[src/rtl/mem_arb_pkg.sv]
// Shared types for the instruction/data memory port arbiter.
// Optional build macro MEM_ARB_ROUND_ROBIN_EN selects alternating arbitration.
package mem_arb_pkg;
    localparam int ADDR_W_DEFAULT = 32;

    typedef enum logic [1:0] {
        IDLE = 2'd0,
        ADDR = 2'd1,
        WAIT = 2'd2
    } state_e;

    typedef enum logic {
        INST = 1'b0,
        DATA = 1'b1
    } owner_e;
endpackage

[src/rtl/mem_port_arbiter_arb_pick.sv]
// Combinational winner selection between the fetch and load/store requesters.
// MEM_ARB_ROUND_ROBIN_EN: on conflict, grant the side that did not win last.
module arb_pick
    import mem_arb_pkg::*;
(
    input  logic   i_inst_req,
    input  logic   i_data_req,
    input  owner_e i_last_owner,
    output owner_e o_winner
);

`ifdef MEM_ARB_ROUND_ROBIN_EN
    always_comb begin
        if (i_inst_req && i_data_req) begin
            o_winner = (i_last_owner == DATA) ? INST : DATA;
        end else if (i_data_req) begin
            o_winner = DATA;
        end else begin
            o_winner = INST;
        end
    end
`else
    logic w_unused_last_owner;
    assign w_unused_last_owner = i_last_owner;

    always_comb begin
        if (i_data_req) begin
            o_winner = DATA;
        end else if (i_inst_req) begin
            o_winner = INST;
        end else begin
            o_winner = INST;
        end
    end
`endif

endmodule

[src/rtl/mem_port_arbiter.sv]
// Two-master to one-slave memory port arbiter, one transaction in flight.
// Build macro MEM_ARB_ROUND_ROBIN_EN enables alternating conflict resolution.
module mem_port_arbiter
    import mem_arb_pkg::*;
#(
    parameter int ADDR_W = ADDR_W_DEFAULT
) (
    input  logic              clk,
    input  logic              resetn,
    input  logic              inst_req,
    input  logic [ADDR_W-1:0] inst_addr,
    output logic              inst_addr_ok,
    output logic              inst_data_ok,
    output logic [31:0]       inst_rdata,
    input  logic              data_req,
    input  logic              data_wr,
    input  logic [3:0]        data_wstrb,
    input  logic [ADDR_W-1:0] data_addr,
    input  logic [31:0]       data_wdata,
    output logic              data_addr_ok,
    output logic              data_data_ok,
    output logic [31:0]       data_rdata,
    output logic              mem_req,
    output logic              mem_wr,
    output logic [3:0]        mem_wstrb,
    output logic [ADDR_W-1:0] mem_addr,
    output logic [31:0]       mem_wdata,
    input  logic              mem_addr_ok,
    input  logic              mem_data_ok,
    input  logic [31:0]       mem_rdata
);

    state_e      r_state;
    owner_e      r_owner;
    owner_e      w_winner;
    owner_e      w_sel;
    logic        w_sel_req;
    logic        w_fwd;
    logic        w_accept;
    logic        w_done;
    logic [31:0] r_inst_rdata;
    logic [31:0] r_data_rdata;

`ifdef MEM_ARB_ROUND_ROBIN_EN
    owner_e r_last_owner;

    arb_pick u_arb_pick (
        .i_inst_req   (inst_req),
        .i_data_req   (data_req),
        .i_last_owner (r_last_owner),
        .o_winner     (w_winner)
    );
`else
    arb_pick u_arb_pick (
        .i_inst_req   (inst_req),
        .i_data_req   (data_req),
        .i_last_owner (INST),
        .o_winner     (w_winner)
    );
`endif

    // Arbitration is live only in IDLE; afterwards the locked owner alone drives the port.
    always_comb begin
        w_sel     = (r_state == IDLE) ? w_winner : r_owner;
        w_sel_req = 1'b0;
        case (r_state)
            IDLE:    w_sel_req = inst_req || data_req;
            ADDR:    w_sel_req = (r_owner == DATA) ? data_req : inst_req;
            default: w_sel_req = 1'b0;
        endcase
    end

    assign w_fwd = resetn && w_sel_req;

    always_comb begin
        mem_req   = w_fwd;
        mem_wr    = 1'b0;
        mem_wstrb = 4'h0;
        mem_addr  = '0;
        mem_wdata = 32'h0;
        if (w_fwd) begin
            if (w_sel == DATA) begin
                mem_wr    = data_wr;
                mem_wstrb = data_wstrb;
                mem_addr  = data_addr;
                mem_wdata = data_wdata;
            end else begin
                mem_addr  = inst_addr;
            end
        end
    end

    assign w_accept     = w_fwd && mem_addr_ok;
    assign w_done       = resetn && (r_state == WAIT) && mem_data_ok;
    assign inst_addr_ok = w_accept && (w_sel == INST);
    assign data_addr_ok = w_accept && (w_sel == DATA);
    assign inst_data_ok = w_done && (r_owner == INST);
    assign data_data_ok = w_done && (r_owner == DATA);
    // Return data is passed through on the completion cycle and held afterwards.
    assign inst_rdata   = inst_data_ok ? mem_rdata : r_inst_rdata;
    assign data_rdata   = data_data_ok ? mem_rdata : r_data_rdata;

    always_ff @(posedge clk or negedge resetn) begin
        if (!resetn) begin
            r_state      <= IDLE;
            r_owner      <= INST;
            r_inst_rdata <= 32'h0;
            r_data_rdata <= 32'h0;
`ifdef MEM_ARB_ROUND_ROBIN_EN
            r_last_owner <= INST;
`endif
        end else begin
            case (r_state)
                IDLE: begin
                    if (w_sel_req) begin
                        r_owner <= w_winner;
                        r_state <= mem_addr_ok ? WAIT : ADDR;
                    end
                end
                ADDR: begin
                    if (!w_sel_req) begin
                        r_state <= IDLE;
                    end else if (mem_addr_ok) begin
                        r_state <= WAIT;
                    end
                end
                WAIT: begin
                    if (mem_data_ok) begin
                        r_state <= IDLE;
                        if (r_owner == DATA) begin
                            r_data_rdata <= mem_rdata;
                        end else begin
                            r_inst_rdata <= mem_rdata;
                        end
                    end
                end
                default: r_state <= IDLE;
            endcase
`ifdef MEM_ARB_ROUND_ROBIN_EN
            if (w_accept) begin
                r_last_owner <= w_sel;
            end
`endif
        end
    end

endmodule

[config.mk]
export PLATFORM = sky130hd
export DESIGN_NAME = mem_port_arbiter
export DESIGN_NICKNAME = d
export VERILOG_FILES = /design/src/rtl/mem_arb_pkg.sv /design/src/rtl/mem_port_arbiter_arb_pick.sv /design/src/rtl/mem_port_arbiter.sv
export SDC_FILE = /design/constraint.sdc
export NUM_CORES = 1
export LEC_CHECK = 0
export ABC_AREA = 1
export BUFFER_PORTS_ARGS = -buffer_cell sky130_fd_sc_hd__buf_2
export CAP_MARGIN = 40
export CORE_UTILIZATION = 35
export CTS_BUF_LIST = sky130_fd_sc_hd__clkbuf_8
export DETAILED_ROUTE_END_ITERATION = 8
export GPL_ROUTABILITY_DRIVEN = 0
export PLACE_DENSITY = 0.76
export SETUP_SLACK_MARGIN = 0.4
export SYNTH_ARGS = -nofsm -noshare
export SYNTH_HDL_FRONTEND = slang
export SYNTH_SLANG_ARGS = --single-unit
[constraint.sdc]
create_clock -name clk -period 2.99 [get_ports clk]
set_input_delay 0.598 -clock clk [delete_from_list [all_inputs] [get_ports clk]]
set_output_delay 0.598 -clock clk [all_outputs]
set_load 0.01 [all_outputs]
Yosys cells after proc, flatten, opt, wreduce, memory -nomap -nowiden

Cells that the tools add are included.
Widths: inputs -> output; s select.

Add/sub/neg operators: 0
Bitwise logic cells: 2
Divide/modulo/power cells: 0
Shift-type cells: 0
Order comparisons: 0
Multipliers: 0
Equal/unequal tests: 5
Mux-type cells: 20
Reduce and logical (&&, ||, !) cells: 14

Operators by type and width:

| kind               | number |
|---|---|
| $mux 32            | 6 |
| $mux 2             | 5 |
| $reduce_and 3->1   | 3 |
| $logic_and 1x1->1  | 8 |
| $mux 4             | 2 |
| $pmux 2 s3         | 1 |
| $mux 1             | 5 |
| $ne 2x2->1 const B | 2 |
| $ne 3x3->1 const B | 1 |
| $eq 2x1->1 const B | 1 |
| $eq 2x2->1 const B | 1 |
| $logic_not 2->1    | 1 |
| $not 1->1          | 2 |
| $pmux 1 s2         | 1 |
| $reduce_and 2->1   | 1 |
| $logic_or 1x1->1   | 1 |

Bits in read-only memories: 0
Bits in writable memories: 0
Bits in latches: 0
Flip-flop bits (word level): 67
Memories kept: 0
Output and inout bits: 138
Bits of input ports: 139
Word-level logic and storage cells: 45

Depth between registers and ports, before layout

Word-level depth: 5
Depth in mapped cells: 7
Mapped depth without buffers: 7

By module

Synthesis repeated with hierarchy kept, for this count alone.

Cells, all modules: 612
Area, all modules: 4,048.9 um^2

By module, submodules not included:

| module           | area each (um^2) | cells each | seq. area each (um^2) | times used |
|---|---|---|---|---|
| mem_port_arbiter | 4,041.4          | 611        | 1,676.6               | 1 |
| arb_pick         | 7.5              | 1          | 0.0                   | 1 |

Worst setup path before layout

No wires, ideal clock.

Kind: input to output
Start: input port data_req
End: output port mem_addr[29]
Data arrival time: 1.365 ns
Path slack: 1.027 ns
Data required time: 2.392 ns
Path buffers: 1
Stages on the path: 7
Path through: inv_1 nand2_1 nand3_1 nand2_1 nand2_1 buf_2 a21oi_1

Cells in the longest elaborated chain, start to end: 4
Elaborated cells on any way between the ends: 8
Those cells by class: mux: 6; reduce/logical: 2

Ends and longest elaborated chain:

| element                                             | RTL line                                       | RTL |
|---|---|---|
| start: declaration                                  | mem_port_arbiter.sv:15                         | `input logic data_req,` |
| $mux 1, or another cell as far along                | mem_port_arbiter.sv:68                         | `ADDR: w_sel_req = (r_owner == DATA) ? data_req : inst_req;` |
| $pmux 1 s2 / $mux 1 (equally long branches)         | mem_port_arbiter.sv:66, mem_port_arbiter.sv:64 |  |
| $logic_and 1x1->1 / $mux 32 (equally long branches) | mem_port_arbiter.sv:73, mem_port_arbiter.sv:82 |  |
| $mux 32 *                                           | mem_port_arbiter.sv:81                         | `if (w_fwd) begin` |
| end: declaration                                    | mem_port_arbiter.sv:26                         | `output logic [ADDR_W-1:0] mem_addr,` |

Mark *: on every way between the ends. The rest lies on a longest branch, timed or not.

Worst setup path in the final report

Start: register r_state[1]
End: output port mem_addr[16]

Cells in the longest elaborated chain, start to end: 4
Elaborated cells on any way between the ends: 7
Those cells by class: eq/ne: 1; mux: 4; reduce/logical: 2

Ends and longest elaborated chain:

| element                                              | RTL line                                       | RTL |
|---|---|---|
| start: declaration                                   | mem_port_arbiter.sv:33                         | `state_e r_state;` |
| start signal: assignment                             | mem_port_arbiter.sv:117                        | `r_state <= mem_addr_ok ? WAIT : ADDR;` |
| $eq 2x1->1 / $logic_not 2->1 (equally long branches) | mem_port_arbiter.sv:66, mem_port_arbiter.sv:64 |  |
| $pmux 1 s2 / $mux 1 (equally long branches)          | mem_port_arbiter.sv:66, mem_port_arbiter.sv:64 |  |
| $logic_and 1x1->1 / $mux 32 (equally long branches)  | mem_port_arbiter.sv:73, mem_port_arbiter.sv:82 |  |
| $mux 32 *                                            | mem_port_arbiter.sv:81                         |  |

Marks and branches as above.

==> impl_metrics.ini <==
[cts]
h-tree-depth = 3
clockBufferDepth = 2
worstSkewPairLatency_ns = 0.34
cts-root-buf = clkbuf_8
post_cts_hold_buffer_count = 0
numCtsBuffers = 9
clkSinkCount = 67
clk_pin_slew_ns = 0.07
cts_tree = done

[drt]
viasPerCell = 4.91
drtPass1Iterations = 6
num_vias = 4989
ant_nets = 0
drt-total-wl_um = 15600
wl_per_cell_um = 15.3
drc = 0
initialDrtViolationCount = 530

[yosys]
synthTopCellsByArea = dfrtp_1, nand2_1, o21ai_0, a21oi_1, inv_1
yosysTopAreaCell = dfrtp_1
synth_ff_type = dfrtp_1
yosysMostFrequentCell = nand2_1
synth_edf_count = 0
synth_async_sr_flop_share_pct = 100
syn_nets = 748
synth_area_sq_um = 3970
synth_top_cells_by_count = nand2_1, o21ai_0, dfrtp_1
seq_area_frac_synth_pct = 42.2
synth_cells = 609
ys_warn_count = 0
synthDominantCellAreaShare_pct = 42.2
yosys_register_bits = 67
synth.avg_cell_area_sq_um = 6.52
yosys.cell_types.count = 15

[sta]
hold_violations = 0
grt_setup_unrepaired = no
maxSlewViolCount = 0
slew_headroom_pct = 47.9
post-route-period-util_pct = 84.8
setup_viol = 0
fin_hold_ws_ns = 0.155
fin_crit_ns = 2.54
worst_pin_slew_ns = 0.782
clock_skew_ns = 0.0103
tns_ns = 0
fmax_ghz = 0.394

[cells_and_area]
drive_above_1_share_pct = 36.9
fillers = 1107
antenna_cells = 0
final_area_sq_um = 5820
synthToLayoutAreaGrowth_pct = 46.5
ff_latch_area_sq_um = 1680
multi_input_area_sq_um = 2000
fin_nets = 1011

[job]
cap_violations = 0

[placement]
postPlaceCellArea_sq_um = 5540
hpwl_um = 11400
io_buffers = 276

[setup_path]
timing.rr.start = r_state[1]
cp_max_fo = 15
slowest_stage = dfrtp_1
endpoint_kind = output port
worst_ep_required_time_ns = 2.39
crit_type = reg2out
cp_cell_sequence = nor2_2 > o21ai_1 > nand2_4 > nand2_8 > buf_4 > a21oi_1 > buf_2
cp.arrival_ns = 1.94
crit_path_start_kind = flop
cp-startpoint = r_state[1]
cpPeakStageDelay_ns = 0.44

[floorplanning]
die_area_sq_um = 11800
dieHeight_um = 109
io_pins = 277
die_w_um = 109
start_util_pct = 36.3
core_area_sq_um = 10900
rows = 38

[grt]
antenna_found_initial = 0
grt_pass1_vias = 4283
grt_max_degree = 66
overflow = 0
grt_usage_pct = 25.4
grt_pass1_wl_um = 22700

[pwr]
p_leak_nw = 3.43
powerDensity_nw_per_um2 = 898
ir_drop_mv = 0.439

[min_path]
worstHoldPathType = in2async

[status]
outcome = complete, no violations
[final cells by class]
type,count,share of cell area (%)
sequential,67,28.8
inverter,44,2.88
multi-input combinational,456,34.4
clock buffer,9,2.13
tap,140,3.01
clock inverter,7,0.903
timing repair buffer,294,27.9
[layout by cell type (no fill, tap or decap)]
master | synthesis | routed
a21oi_1 | 33 | 32
a21oi_2 | 0 | 1
buf_12 | 0 | 7
buf_2 | 16 | 276
buf_4 | 0 | 10
clkbuf_16 | 0 | 1
clkbuf_8 | 0 | 9
clkinv_4 | 0 | 1
clkinvlp_4 | 0 | 3
dfrtp_1 | 67 | 65
dfrtp_2 | 0 | 2
inv_1 | 43 | 44
inv_4 | 0 | 1
inv_6 | 0 | 2
nand2_1 | 239 | 237
nand2_2 | 1 | 1
nand2_4 | 0 | 2
nand2_8 | 0 | 1
nand3_1 | 3 | 2
nand3_2 | 2 | 3
nand4_1 | 4 | 4
nor2_1 | 41 | 38
nor2_2 | 0 | 3
nor2_4 | 1 | 1
o21ai_0 | 131 | 129
o21ai_1 | 0 | 2
[layer usage]
layer  up-vias  part of all wire (%)  global-route usage (%)  wire length [um]
li1       2457                     -                       -                 -
met1      2252                    42                    33.3              6620
met2       245                    46                    39.8              7210
met3        35                   8.0                    5.91              1250
met4         0                   3.4                    11.0               537
met5         -                     0                       0                 0
[timing repair]
| action | 4_1_cts | 5_1_grt |
|---|---|---|
| endpoints found under the setup margin | 63 | 60 |
| pin swaps | 1 | 2 |
| gates cloned | 0 | 2 |
| gates resized for setup | 6 | 12 |
| buffers inserted | 1 | 1 |
[registers in the layout, summed over array words and instances (netlist names)]
signal,flops
r_state,2
r_data_rdata,32
r_owner,1
r_inst_rdata,32
[stage by stage]
stage | power, mW | setup slack, ns | utilization, % | cells
floorplan | 3.20 | 1.03 | - | 609
global placement | 4.28 | 0.358 | 50.3 | 995
detailed placement | 4.34 | 0.335 | 50.6 | 997
CTS | 5.10 | 0.422 | 52.6 | 1014
global route | 5.69 | 0.397 | 53.2 | 1017
finish | 5.23 | 0.455 | 53.2 | 1017
[cells by family (layout without fill, tap and decap cells)]
group                  Yosys count  after routing  synth area share, %
AOI/OAI and AO/OA              164            164                 20.7
DFF                             67             67                 42.2
and+or+nand+nor                291            292                 28.4
buffers and inverters           87            354                 8.72
[power breakdown]
part	internal (mW)	switching [mW]	leakage, nW
registers	1.32	0.244	0.838
logic	1.18	1.80	2.51
clock network	0.305	0.381	0.0837
total	2.80	2.43	3.43
[critical path, delay by kind of cell (launching register included)]
| family | cells | cell delay (ns) |
|---|---|---|
| and+or+nand+nor | 3 | 0.48 |
| DFF | 1 | 0.44 |
| buffers and inverters | 2 | 0.36 |
| AOI/OAI and AO/OA | 2 | 0.32 |
[worst paths after layout]
kind	slack, ns	to	depth (start not counted)
setup / recovery	0.45	mem_addr[16]	7
hold / removal	0.16	r_state[1]	1
setup reg to reg	1.38	r_inst_rdata[11]	5
hold reg to reg	0.49	r_data_rdata[8]	2
max in group asynchronous	1.73	r_owner	2
min in group clk	0.46	r_state[0]	2
Note: power is estimated with default switching activity, not from simulation.
